### src/rtl/rr_reg_arb_pkg.sv
// Shared types and helpers for the round-robin register arbiter.
// The pick and one-hot functions work on a fixed maximum width; callers cast the results down to their own size.
package rr_reg_arb_pkg;

  localparam int MAX_REQ    = 32;
  localparam int PICK_IDX_W = 5;

  typedef enum logic {
    ST_IDLE  = 1'b0,
    ST_GRANT = 1'b1
  } state_t;

  typedef logic [PICK_IDX_W-1:0] req_idx_t;
  typedef logic [PICK_IDX_W:0]   cand_t;
  typedef logic [MAX_REQ-1:0]    req_vec_t;

  typedef struct packed {
    logic     found;
    req_idx_t idx;
  } pick_t;

  // Search last+1, last+2, ... and wrap modulo n. The search ends at last itself.
  function automatic pick_t rr_pick(input req_vec_t req, input int n, input req_idx_t last);
    pick_t p;
    cand_t cand;
    p = '0;
    for (int k = 1; k <= MAX_REQ; k++) begin
      if (k <= n && !p.found) begin
        cand = cand_t'(last) + cand_t'(k);
        if (cand >= cand_t'(n)) cand = cand - cand_t'(n);
        if (req[cand[PICK_IDX_W-1:0]]) begin
          p.found = 1'b1;
          p.idx   = cand[PICK_IDX_W-1:0];
        end
      end
    end
    return p;
  endfunction

  function automatic req_vec_t onehot(input req_idx_t idx);
    req_vec_t v;
    v      = '0;
    v[idx] = 1'b1;
    return v;
  endfunction

endpackage

### src/rtl/rr_reg_arbiter_dff.sv
// WIDTH-bit storage register with a synchronous active-high reset and a load enable.
// Reset has priority, so a write that coincides with reset is lost.
module dff_sync_rs #(
  parameter int WIDTH = 8
) (
  input  logic             clk,
  input  logic             rs,
  input  logic             en,
  input  logic [WIDTH-1:0] d,
  output logic [WIDTH-1:0] q
);

  // NOTE: flops are written with <= so every register samples pre-edge values; blocking here would race between processes.
  always_ff @(posedge clk) begin
    if (rs)      q <= '0;
    else if (en) q <= d;
  end

endmodule

### src/rtl/rr_reg_arbiter.sv
// Round-robin arbiter that is the only writer of one shared WIDTH-bit register.
// A tenure ends when the owner drops its request or completes MAX_HOLD writes. Re-arbitration happens at that same edge.
module rr_reg_arbiter
  import rr_reg_arb_pkg::*;
#(
  parameter int N_REQ    = 4,
  parameter int WIDTH    = 8,
  parameter int MAX_HOLD = 4
) (
  input  logic                     clk,
  input  logic                     rs,
  input  logic [N_REQ-1:0]         req,
  input  logic [N_REQ*WIDTH-1:0]   wdata,
  output logic [N_REQ-1:0]         grant,
  output logic [$clog2(N_REQ)-1:0] owner,
  output logic                     busy,
  output logic [WIDTH-1:0]         q,
  output logic                     valid
);

  localparam int OW = $clog2(N_REQ);
  localparam int HW = $clog2(MAX_HOLD + 1);

  state_t           state, state_nxt;
  logic [OW-1:0]    owner_r, owner_nxt, last_r, last_nxt;
  logic [HW-1:0]    hold_cnt, hold_nxt;
  logic [N_REQ-1:0] grant_r, grant_nxt;
  logic             valid_r;
  logic             wr_en, do_arb;
  req_vec_t         req_w;
  pick_t            pick;

  // NOTE: every signal written here gets a default first, so no path leaves one unassigned and no latch is inferred.
  always_comb begin
    state_nxt = state;
    owner_nxt = owner_r;
    last_nxt  = last_r;
    hold_nxt  = hold_cnt;
    wr_en     = 1'b0;
    do_arb    = 1'b0;
    req_w     = '0;
    req_w[N_REQ-1:0] = req;
    pick      = rr_pick(req_w, N_REQ, req_idx_t'(last_r));

    case (state)
      ST_IDLE:  do_arb = |req;
      ST_GRANT: begin
        if (req[owner_r]) begin
          wr_en    = 1'b1;
          hold_nxt = hold_cnt + 1'b1;
          do_arb   = (hold_cnt == HW'(MAX_HOLD - 1));
        end else begin
          do_arb   = 1'b1;
        end
      end
      default:  state_nxt = ST_IDLE;
    endcase

    if (do_arb) begin
      hold_nxt = '0;
      if (pick.found) begin
        state_nxt = ST_GRANT;
        owner_nxt = OW'(pick.idx);
        last_nxt  = OW'(pick.idx);
      end else begin
        state_nxt = ST_IDLE;
        owner_nxt = '0;
      end
    end

    grant_nxt = (state_nxt == ST_GRANT) ? N_REQ'(onehot(req_idx_t'(owner_nxt))) : '0;
  end

  always_ff @(posedge clk) begin
    if (rs) begin
      state    <= ST_IDLE;
      owner_r  <= '0;
      last_r   <= OW'(N_REQ - 1);
      hold_cnt <= '0;
      grant_r  <= '0;
      valid_r  <= 1'b0;
    end else begin
      state    <= state_nxt;
      owner_r  <= owner_nxt;
      last_r   <= last_nxt;
      hold_cnt <= hold_nxt;
      grant_r  <= grant_nxt;
      valid_r  <= wr_en;
    end
  end

  dff_sync_rs #(.WIDTH(WIDTH)) u_store (
    .clk (clk),
    .rs  (rs),
    .en  (wr_en),
    .d   (wdata[owner_r*WIDTH +: WIDTH]),
    .q   (q)
  );

  assign grant = grant_r;
  assign owner = owner_r;
  assign busy  = (state == ST_GRANT);
  assign valid = valid_r;

endmodule
### config.mk
export PLATFORM = sky130hd
export DESIGN_NAME = rr_reg_arbiter
export DESIGN_NICKNAME = d
export VERILOG_FILES = /design/src/rtl/rr_reg_arb_pkg.sv /design/src/rtl/rr_reg_arbiter_dff.sv /design/src/rtl/rr_reg_arbiter.sv
export SDC_FILE = /design/constraint.sdc
export NUM_CORES = 1
export LEC_CHECK = 0
export CORE_UTILIZATION = 42
export CTS_BUF_LIST = sky130_fd_sc_hd__clkbuf_8 sky130_fd_sc_hd__clkbuf_16
export DETAILED_ROUTE_END_ITERATION = 16
export PLACE_DENSITY = 0.83
export SETUP_SLACK_MARGIN = 0.02
export SLEW_MARGIN = 20
export SYNTH_ARGS = -nofsm -noshare
export SYNTH_HDL_FRONTEND = slang
export SYNTH_SLANG_ARGS = --single-unit
### constraint.sdc
create_clock -name clk -period 3.25 [get_ports clk]
set_input_delay 0.65 -clock clk [delete_from_list [all_inputs] [get_ports clk]]
set_output_delay 0.65 -clock clk [all_outputs]
set_load 0.05 [all_outputs]
==> Flow_metrics.wiki, run 1 <==
{| class="wikitable"
! Metric !! Value
|-
| Fmax || 386 MHz
|-
| Status || complete, no violations
|-
| Routed via count || 1130
|-
| Number of port buffers || 53
|-
| Root buf cell || sky130_fd_sc_hd__clkbuf_8
|-
| RD Place Congestion || 0.883
|-
| Flip-flop and latch count after synthesis || 21
|-
| Post-layout power || 1.59 mW
|-
| Number of antenna-violating nets in the routed design || 0
|-
| Post-detailed-placement half-perimeter wirelength || 2750 µm
|-
| Number of antenna cells inserted || 0
|-
| Yosys synthesis warning count || 0
|-
| Area share of fa/ha/maj cells after synthesis || 0.0671
|-
| Final Critical Period || 2590 ps
|-
| Routed via count divided by cell count || 5.59
|-
| Wire length of the first global-routing pass || 5460 µm
|-
| Cell area after technology mapping || 1310 µm²
|-
| Complex-gate fraction of the synthesized area || 0.149
|-
| Total Wirelength || 3400 µm
|-
| Post-detailed-route wirelength per cell || 16.8 µm
|-
| Destination of the worst register-to-register timing path || grant[0]
|-
| WP data required || 3410 ps
|-
| Die Y || 57.7 µm
|-
| Layout Area Growth over Synthesis || 45.6%
|-
| Hold WS || 499 ps
|-
| Power per unit of standard cell area || 836 nW/µm²
|-
| Number of antenna violations at the first check in global routing || 0
|-
| Share of layout cells above drive strength 1 || 0.135
|-
| Clock tree from TritonCTS || built
|-
| Worst-Margin Slew || 607 ps
|-
| Type of the worst setup path || input pin to flop
|-
| Number of buffers added for setup after CTS || 0
|-
| Largest clock skew in the final design || 0.745 ps
|-
| Worst hold start || u_store.q[6]
|-
| Cell taking the most area after synthesis || sky130_fd_sc_hd__dfxtp_1
|-
| Total Neg Setup Slack || 0 ps
|-
| Overflow left after global routing || 0
|-
| Total number of placement rows || 19
|-
| Type of the most critical hold path || flop to flop
|-
| Final setup margin || 660 ps
|-
| Met2 usage || 0.404
|-
| Worst setup slack after placement || 418 ps
|-
| DRC violation total after the first TritonRoute iteration || 29
|-
| Clock-pin slew reported for the worst setup and hold paths after clock tree synthesis || 70 ps
|-
| Peak supply drop || 569 µV
|-
| Number of distinct standard cells referenced by the synthesized netlist || 40
|-
| Critical Path Start Type || input pin
|-
| Clock net sink count || 21
|-
| Post-synthesis share of cell area spent on xor and xnor gates || 0.00671
|-
| Hold Path Stages || 2
|-
| Post-Synthesis Cells || 118
|-
| Net count reported at finish || 217
|-
| Main combinational cell family by area after synthesis || multiplexers
|-
| # setup viols final || 0
|-
| Register-to-register setup slack || 770 ps
|-
| Post-CTS Resized || 0
|-
| Data arrival time of the critical path || 2750 ps
|-
| Cts-stage hold buffer count || 0
|-
| H-tree level count || 1
|-
| Top Usage Layer GRT || met2
|-
| Final Max Slew Viols || 0
|-
| Total routing usage reported by global routing || 0.217
|-
| Mapped Avg Cell Area || 11.1 µm²
|-
| Unrepaired setup endpoints after global routing || false
|-
| Share of the synthesized area in the top cell type || 0.322
|-
| Final hold vios || 0
|-
| Skew-Pair Late Insertion Delay || 250 ps
|-
| Die width || 57.7 µm
|-
| Biggest fanout along the worst timing path || 15
|-
| Multiplexer fraction of the synthesized cell area || 0.270
|-
| Count of maximum capacitance violations || 0
|-
| Initial cell density of the core || 0.457
|-
| I/O pins || 54
|-
| Global-route track usage on met3 || 0.0558
|-
| Simple-gate share of the synthesized area || 0.148
|-
| Number of detailed-routing iterations run before antenna repair || 6
|-
| Synth area leaders || sky130_fd_sc_hd__dfxtp_1, sky130_fd_sc_hd__mux4_2, sky130_fd_sc_hd__mux2i_1, sky130_fd_sc_hd__ha_1, sky130_fd_sc_hd__nor2_1
|-
| Die area || 3330 µm²
|-
| Vias in the first global route || 1162
|-
| Post-Synthesis Net Count || 163
|-
| Final critical-path share of the clock period || 0.797
|-
| Number of design rule violations left after detail routing || 0
|-
| Maximum number of pins on one net before global-route repair || 18
|-
| Element type at the critical path end || flop
|-
| Sequential cell area fraction in the yosys report || 0.322
|-
| Launch instance of the worst register-to-register path || last_r[1]
|-
| R2R depth || 9
|-
| CORE AREA || 2850 µm²
|-
| Clk buf depth || 2
|-
| Met1 Use GR || 0.248
|-
| Slew Limit Headroom || 0.594
|-
| Reported leakage power || 0.799 nW
|-
| TritonCTS Buffers || 3
|-
| Endpoint, Worst Hold || u_store.q[6]
|}
[critical path: stages]
cell and delay, ps:
sky130_fd_sc_hd__clkdlybuf4s50_1 470, sky130_fd_sc_hd__mux4_2 530, sky130_fd_sc_hd__nand2_4 240, sky130_fd_sc_hd__o22ai_4 150, sky130_fd_sc_hd__a2111oi_4 320, sky130_fd_sc_hd__a211oi_2 120
sky130_fd_sc_hd__nor3b_1 260
[how the worst max path moves through the flow]
stage / start / cells past startpoint / endpoint / slack (ps)
floorplan: last_r[0] / 10 / grant[0] / 920
global placement: req[3] / 7 / grant[3] / 490
detailed placement: req[3] / 7 / grant[1] / 420
CTS: req[3] / 7 / grant[1] / 680
global route: req[3] / 7 / grant[1] / 570
finish: req[3] / 7 / grant[1] / 660
[synth_stat cells (all sizes together)]
library cell and number:
or3b 1, nor2 15, a2111oi 1, a211o 1, clkbuf 1, o22a 1, ha 7, buf 5
mux4 9, o21a 1, mux2i 15, a21oi 2, o21ai 1, a41o 1, and3 1, a211oi 2
a21bo 1, o32ai 1, xor2 1, nand2b 2, nor3 8, or2 3, nor2b 1, o22ai 3
or4 1, inv 3, clkinv 1, nand2 1, o31a 1, nor3b 2, a21o 4, dfxtp 21
[cell families after synthesis]
kind of cell,after synthesis
AO/OA/AOI/OAI,20
flip-flops,21
multiplexers,24
adder cells (fa/ha/maj),7
buffers and inverters,10
XOR/XNOR,1
AND/OR/NAND/NOR,35
[cells in the final DEF, fill, tap and decap left out, types with 2 or more instances in the layout]
| cell | instances |
|---|---|
| sky130_fd_sc_hd__clkdlybuf4s50_1 | 53 |
| sky130_fd_sc_hd__dfxtp_1 | 21 |
| sky130_fd_sc_hd__mux2i_1 | 15 |
| sky130_fd_sc_hd__nor2_1 | 15 |
| sky130_fd_sc_hd__mux4_2 | 9 |
| sky130_fd_sc_hd__nor3_1 | 7 |
| sky130_fd_sc_hd__ha_1 | 7 |
| sky130_fd_sc_hd__inv_1 | 4 |
| sky130_fd_sc_hd__a21o_1 | 4 |
| sky130_fd_sc_hd__clkbuf_8 | 3 |
| sky130_fd_sc_hd__or2_1 | 2 |
| sky130_fd_sc_hd__nand2b_1 | 2 |
| sky130_fd_sc_hd__a21oi_1 | 2 |
| sky130_fd_sc_hd__buf_4 | 2 |
[state kept, by name (all words and copies together) (netlist names)]
register / count
last_r: 2
grant: 4
u_store.q: 8
owner: 2
hold_cnt: 3
valid: 1
busy: 1
[power by group]
part	internal [mW]	switching [mW]	leakage, nW
combinational	0.459	0.580	0.600
sequential	0.327	0.0612	0.172
clock	0.0840	0.0779	0.0269
[metal layers]
metal / vias to the layer above / share of wire
met5: - / 0
met4: 0 / 0.011
met3: 4 / 0.043
met2: 33 / 0.55
met1: 548 / 0.40
li1: 545 / -
[area by class of cell]
class / count / area [µm²]
tap: 31 / 38.8
sequential: 21 / 420
multi-input combinational: 87 / 836
inverter: 4 / 15.0
clock buffer: 3 / 41.3
fill: 231 / 952
timing repair buffer: 55 / 546
clock inverter: 1 / 3.75
[per-stage QoR]
stage               cell area [µm²]  std cells  utilization
global route                   1900        202        0.666
CTS                            1900        202        0.666
global placement               1860        198        0.650
detailed placement             1860        198        0.650
floorplan                      1310        118            -
finish                         1900        202        0.666
Note: power is estimated with default switching activity, not from simulation.
==> inputs of run 2 (changes only) <==
--- a/config.mk
+++ b/config.mk
@@ -5,10 +5,10 @@
 export SDC_FILE = /design/constraint.sdc
 export NUM_CORES = 1
 export LEC_CHECK = 0
-export CORE_UTILIZATION = 42
+export CORE_UTILIZATION = 38
 export CTS_BUF_LIST = sky130_fd_sc_hd__clkbuf_8 sky130_fd_sc_hd__clkbuf_16
 export DETAILED_ROUTE_END_ITERATION = 16
-export PLACE_DENSITY = 0.83
+export PLACE_DENSITY = 0.79
 export SETUP_SLACK_MARGIN = 0.02
 export SLEW_MARGIN = 20
 export SYNTH_ARGS = -nofsm -noshare
==> constraint.sdc (replaced) <==
create_clock -name clk -period 2.2 [get_ports clk]
set_input_delay 0.44 -clock clk [delete_from_list [all_inputs] [get_ports clk]]
set_output_delay 0.44 -clock clk [all_outputs]
set_load 0.05 [all_outputs]
==> run 2 against run 1 <==
First-iteration DRC count is 59% higher; largest cell class unchanged; combinational power is 110% higher; count of clock-buffer cells in the layout stayed put; sequential share of layout area is 3.0 points lower; final cell count is 18% higher; sequential cell count stayed put; total power is 89% higher; register-to-register slack worse by 710 ps; clock skew hardly changed; die area is 10% higher; design area is 17% higher; routed wire length is 18% higher.
==> Flow_metrics.wiki, run 2 (same netlist as run 1, synthesis figures left out) <==
{| class="wikitable"
! Metric !! Value
|-
| Status || complete, no violations (unchanged)
|-
| TritonCTS Buffers || 3 (unchanged)
|-
| Number of port buffers || 53 (unchanged)
|-
| Peak supply drop || 820 µV (was 569 µV)
|-
| Maximum number of pins on one net before global-route repair || 15 (was 18)
|-
| Number of antenna-violating nets in the routed design || 0 (unchanged)
|-
| Clock net sink count || 21 (unchanged)
|-
| Initial cell density of the core || 0.414 (was 0.457)
|-
| Largest clock skew in the final design || 0.881 ps (was 0.745 ps)
|-
| Count of maximum capacitance violations || 0 (unchanged)
|-
| Cts-stage hold buffer count || 0 (unchanged)
|-
| WP data required || 2360 ps (was 3410 ps)
|-
| Data arrival time of the critical path || 2300 ps (was 2750 ps)
|-
| Final critical-path share of the clock period || 0.974
|-
| Sequence of cells on the critical path || inv_2, ha_4, mux2i_2, nor3_1, buf_4, nor3_4, a41o_1, a21o_1, inv_2, and3_1 (was clkdlybuf4s50_1, mux4_2, nand2_4, o22ai_4, a2111oi_4, a211oi_2, nor3b_1)
|-
| Number of antenna cells inserted || 0 (unchanged)
|-
| Root buf cell || sky130_fd_sc_hd__clkbuf_8 (unchanged)
|-
| Worst Path Buf+Inv || 3 (was 1)
|-
| Destination of the worst register-to-register timing path || grant[0] (unchanged)
|-
| Biggest register || u_store.q (unchanged)
|-
| Net count reported at finish || 241 (was 217)
|-
| Cell occurring most often along the worst timing path || sky130_fd_sc_hd__inv_2
|-
| Overflow left after global routing || 0 (unchanged)
|-
| Peak per-stage delay on the critical path || 370 ps (was 530 ps)
|-
| Post-layout power || 3.00 mW (was 1.59 mW)
|-
| Hold Path Stages || 2 (unchanged)
|-
| Type of the worst setup path || flop to flop (was input pin to flop)
|-
| Vias in the first global route || 1229 (was 1162)
|-
| Number of placed cells counting well taps || 232 (was 198)
|-
| Skew-Pair Late Insertion Delay || 260 ps (was 250 ps)
|-
| I/O pins || 54 (unchanged)
|-
| Unrepaired setup endpoints after global routing || true (was false)
|-
| Total Neg Setup Slack || 0 ps (unchanged)
|-
| Final Max Slew Viols || 0 (unchanged)
|-
| Slew Limit Headroom || 0.655 (was 0.594)
|-
| DRC violation total after the first TritonRoute iteration || 46 (was 29)
|-
| Die Y || 60.6 µm (was 57.7 µm)
|-
| H-tree level count || 1 (unchanged)
|-
| Routed via count divided by cell count || 5.30 (was 5.59)
|-
| Element type at the critical path end || flop (unchanged)
|-
| Final setup margin || 58.1 ps (was 660 ps)
|-
| End-of-flow core utilization || 0.704 (was 0.666)
|-
| Worst hold start || u_store.q[6] (unchanged)
|-
| Commonest non-fill, non-tap cell in the layout || sky130_fd_sc_hd__clkdlybuf4s50_1 (unchanged)
|-
| Register-to-register setup slack || 60 ps (was 770 ps)
|-
| # setup viols final || 0 (unchanged)
|-
| Launch instance of the worst register-to-register path || last_r[0] (was last_r[1])
|-
| Worst setup slack after placement || -304 ps (was 418 ps)
|-
| R2R depth || 10 (was 9)
|-
| Total routing usage reported by global routing || 0.211 (was 0.217)
|-
| Cell class contributing the biggest share of worst-path delay || simple AND/OR/NAND/NOR gates (was compound AO/OA/AOI/OAI gates)
|-
| Type of the most critical hold path || flop to flop (unchanged)
|-
| Clk buf depth || 2 (unchanged)
|-
| CORE AREA || 3150 µm² (was 2850 µm²)
|-
| Number of design rule violations left after detail routing || 0 (unchanged)
|-
| Number of antenna violations at the first check in global routing || 0 (unchanged)
|-
| RD Place Congestion || 0.911 (was 0.883)
|-
| Slowest stage cell, crit path || sky130_fd_sc_hd__dfxtp_4 (was sky130_fd_sc_hd__mux4_2)
|-
| Fmax || 467 MHz
|-
| Routed via count || 1266 (was 1130)
|-
| Instance area after placement || 2050 µm² (was 1860 µm²)
|-
| Most frequent cells in the layout || sky130_fd_sc_hd__clkdlybuf4s50_1, sky130_fd_sc_hd__buf_4, sky130_fd_sc_hd__dfxtp_1 (was sky130_fd_sc_hd__clkdlybuf4s50_1, sky130_fd_sc_hd__dfxtp_1, sky130_fd_sc_hd__mux2i_1, sky130_fd_sc_hd__nor2_1, sky130_fd_sc_hd__mux4_2)
|-
| Layout Area Growth over Synthesis || 70.1% (was 45.6%)
|-
| Total Wirelength || 4020 µm (was 3400 µm)
|-
| Power per unit of standard cell area || 1350 nW/µm² (was 836 nW/µm²)
|-
| Critical Path Start Type || flop (was input pin)
|-
| Die width || 60.6 µm (was 57.7 µm)
|-
| Hold WS || 502 ps (was 499 ps)
|-
| Final hold vios || 0 (unchanged)
|-
| Share of layout cells above drive strength 1 || 0.349 (was 0.135)
|-
| Clock-pin slew reported for the worst setup and hold paths after clock tree synthesis || 80 ps (was 70 ps)
|-
| Reported leakage power || 0.966 nW (was 0.799 nW)
|-
| Post-detailed-placement half-perimeter wirelength || 2870 µm (was 2750 µm)
|-
| Clock tree from TritonCTS || built (unchanged)
|-
| Total number of placement rows || 20 (was 19)
|-
| Endpoint, Worst Hold || u_store.q[6] (unchanged)
|-
| Count of placed standard cells in the final layout, fillers left out || 239 (was 202)
|-
| Post-detailed-route wirelength per cell || 16.8 µm (about the same)
|-
| Biggest fanout along the worst timing path || 5 (was 15)
|-
| Die area || 3670 µm² (was 3330 µm²)
|-
| Max reg flops || 8 (unchanged)
|-
| Number of detailed-routing iterations run before antenna repair || 4 (was 6)
|-
| Final Critical Period || 2140 ps
|-
| Wire length of the first global-routing pass || 5580 µm (was 5460 µm)
|-
| Worst-Margin Slew || 516 ps (was 607 ps)
|-
| Design Area, Final || 2220 µm² (was 1900 µm²)
|}
[run 2: cell types whose count changed in the layout (fill, tap and decap cells not counted), sizes merged]
cell,delta
buf,+26
clkdlybuf4s50,-6
dlymetal6s2s,+4
[run 2: what timing repair did]
| item | CTS | global route |
|---|---|---|
| endpoints found under the setup margin | 4 | 7 |
| gates resized for setup | 6 | 19 |
| setup buffers | 0 | 3 |
| pin swaps | 1 | 7 |
[run 2: final cells by class]
| class | count | area, µm² |
|---|---|---|
| flip-flops and latches | 21 | 425 |
| inverters | 4 | 15.0 |
| fillers | 247 | 933 |
| multi-input cells | 87 | 947 |
| clock inverters | 1 | 5.00 |
| well taps | 44 | 55.1 |
| clock buffers | 3 | 41.3 |
| repair buffers | 79 | 731 |
[run 2: worst max path at each step]
stage / endpoint / slack, ps / depth (start not counted) / startpoint
final: grant[0] / 60 / 10 / last_r[0]
after global routing: grant[0] / -30 / 10 / last_r[0]
after CTS: grant[2] / 20 / 7 / req[3]
after detailed placement: grant[0] / -300 / 7 / req[3]
after global placement: grant[0] / -240 / 7 / req[3]
after floorplan: grant[2] / 20 / 7 / owner[1]
[run 2: tightest hold or removal path: stages (launching register included)]
cell and delay [ps]:
sky130_fd_sc_hd__dfxtp_1 330, sky130_fd_sc_hd__mux2i_1 70, sky130_fd_sc_hd__nor2_1 70
[run 2: metal layers]
layer	up-vias	share of wire	global-route usage
li1	591	-	-
met1	630	0.41	0.243
met2	41	0.54	0.386
met3	4	0.046	0.0512
met4	0	0.012	0.0617
met5	-	0	0
[run 2: power breakdown]
| group | total, mW | switching, mW | internal [mW] | leakage [nW] |
|---|---|---|---|---|
| logic | 2.18 | 1.14 | 1.04 | 0.768 |
| registers | 0.564 | 0.0744 | 0.490 | 0.173 |
| clock network | 0.252 | 0.126 | 0.126 | 0.0255 |
| total | 3.00 | 1.34 | 1.65 | 0.966 |
==> RTL change (config.mk and constraints of run 2) <==
The package constant `MAX_REQ` goes from 32 to 64.
--- a/src/rtl/rr_reg_arb_pkg.sv
+++ b/src/rtl/rr_reg_arb_pkg.sv
@@ -2,7 +2,7 @@
 // The pick and one-hot functions work on a fixed maximum width; callers cast the results down to their own size.
 package rr_reg_arb_pkg;
 
-  localparam int MAX_REQ    = 32;
+  localparam int MAX_REQ    = 64;
   localparam int PICK_IDX_W = 5;
 
   typedef enum logic {
Behaviour: unchanged (equiv_simple and equiv_induct, registers matched by name and starting in step).
==> RTL change against run 2 <==
Wire length is 7.5% lower; worst setup slack better by 0.047 ns; sequential cell count stayed put; critical path type is now reg -> out; clock skew increased by 0.0019 ns; area after synthesis up 2.8%; non-clock buffer count is 7 lower; total power is 16% lower; final area down 4.1%.
==> RTL change: results (changes against run 2) <==
<table>
<tr><th>Metric</th><th>Value</th></tr>
<tr><th colspan="2">Placed design</th></tr>
<tr><td>GPL Wtd Cong</td><td>0.833 (was 0.911)</td></tr>
<tr><td># placed instances</td><td>239 (was 232)</td></tr>
<tr><td>Worst setup timing slack at the placement stage</td><td>-0.377 ns (was -0.304 ns)</td></tr>
<tr><td>DP Wirelength</td><td>2960 um (was 2870 um)</td></tr>
<tr><th colspan="2">Critical path</th></tr>
<tr><td>Worst setup path category</td><td>reg -&gt; out (was reg -&gt; reg)</td></tr>
<tr><td>CP max stage delay</td><td>0.84 ns (was 0.37 ns)</td></tr>
<tr><td>Reg2Reg Depth</td><td>7 (was 10)</td></tr>
<tr><td>Worst Path Arrival</td><td>1.65 ns (was 2.30 ns)</td></tr>
<tr><th colspan="2">Drt</th></tr>
<tr><td>Total Routed Length</td><td>3720 um (was 4020 um)</td></tr>
<tr><td>Routed wirelength normalized by instance count</td><td>15.2 um (was 16.8 um)</td></tr>
<tr><td>Sum of routed wire segments on met1</td><td>1520 um (was 1640 um)</td></tr>
<tr><td>Number of DRC markers after the initial detailed-route iteration</td><td>33 (was 46)</td></tr>
<tr><td>Vias per Instance</td><td>5.40 (was 5.30)</td></tr>
<tr><th colspan="2">Power</th></tr>
<tr><td>Peak ir drop on the vdd network</td><td>0.890 mV (was 0.820 mV)</td></tr>
<tr><td>Power drawn by the sequential cells</td><td>552 uW (was 564 uW)</td></tr>
<tr><td>Internal power component</td><td>1.40 mW (was 1.65 mW)</td></tr>
<tr><th colspan="2">Finish</th></tr>
<tr><td>Share of cells above drive strength 1</td><td>22.6% (was 34.9%)</td></tr>
<tr><td>Final-layout fill cell count</td><td>303 (was 247)</td></tr>
<tr><th colspan="2">Yosys</th></tr>
<tr><td>Synth top cells by count</td><td>sky130_fd_sc_hd__dfxtp_1, sky130_fd_sc_hd__nor2_1, sky130_fd_sc_hd__mux2i_1, sky130_fd_sc_hd__ha_1, sky130_fd_sc_hd__nand2_1 (was sky130_fd_sc_hd__dfxtp_1, sky130_fd_sc_hd__mux2i_1, sky130_fd_sc_hd__nor2_1, sky130_fd_sc_hd__mux4_2)</td></tr>
<tr><td>Average instance area after synthesis</td><td>10.3 sq um (was 11.1 sq um)</td></tr>
<tr><td>Count of unique library cells instantiated by Yosys</td><td>41 (was 40)</td></tr>
<tr><th colspan="2">Run status</th></tr>
<tr><td>Run status</td><td>completed (unchanged)</td></tr>
<tr><th colspan="2">Global routing</th></tr>
<tr><td>Overall track demand over capacity in global routing</td><td>20.1% (was 21.1%)</td></tr>
<tr><td>Met3 GRT Util</td><td>5.25% (was 5.12%)</td></tr>
<tr><td>Vias in the first global route</td><td>1273 (was 1229)</td></tr>
<tr><th colspan="2">STA</th></tr>
<tr><td>Least-Margin Pin Slew</td><td>0.530 ns (was 0.516 ns)</td></tr>
</table>
[RTL change: cell families after synthesis]
group | Yosys count | share of synthesized area, %
simple gates | 42 | 16.4
compound gates | 23 | 13.4
mux | 23 | 26.9
flops | 21 | 31.3
buf+inv | 12 | 4.10
fa+ha+maj | 7 | 6.53
xor+xnor | 2 | 1.31
[RTL change: what timing repair did]
item / 4_1_cts / 5_1_grt
hold buffers: 0 / 0
resized for setup: 7 / 7
pin swaps: 2 / 4
buffers inserted: 1 / 1
endpoints found under the setup margin: 5 / 3
[RTL change: final cells by class]
class / count / area, sq um / area share, %
clock inverter: 1 / 3.75 / 0.176
inverter: 5 / 18.8 / 0.882
timing repair buffer: 72 / 668 / 31.4
tap: 46 / 57.6 / 2.70
multi-input combinational: 97 / 912 / 42.9
sequential: 21 / 427 / 20.0
clock buffer: 3 / 41.3 / 1.94
[RTL change: worst paths after layout]
check                 end  slack (ns)
max              owner[0]        0.11
min          u_store.q[2]        0.50
max reg2reg      grant[1]        0.15
min reg2reg  u_store.q[2]        0.50
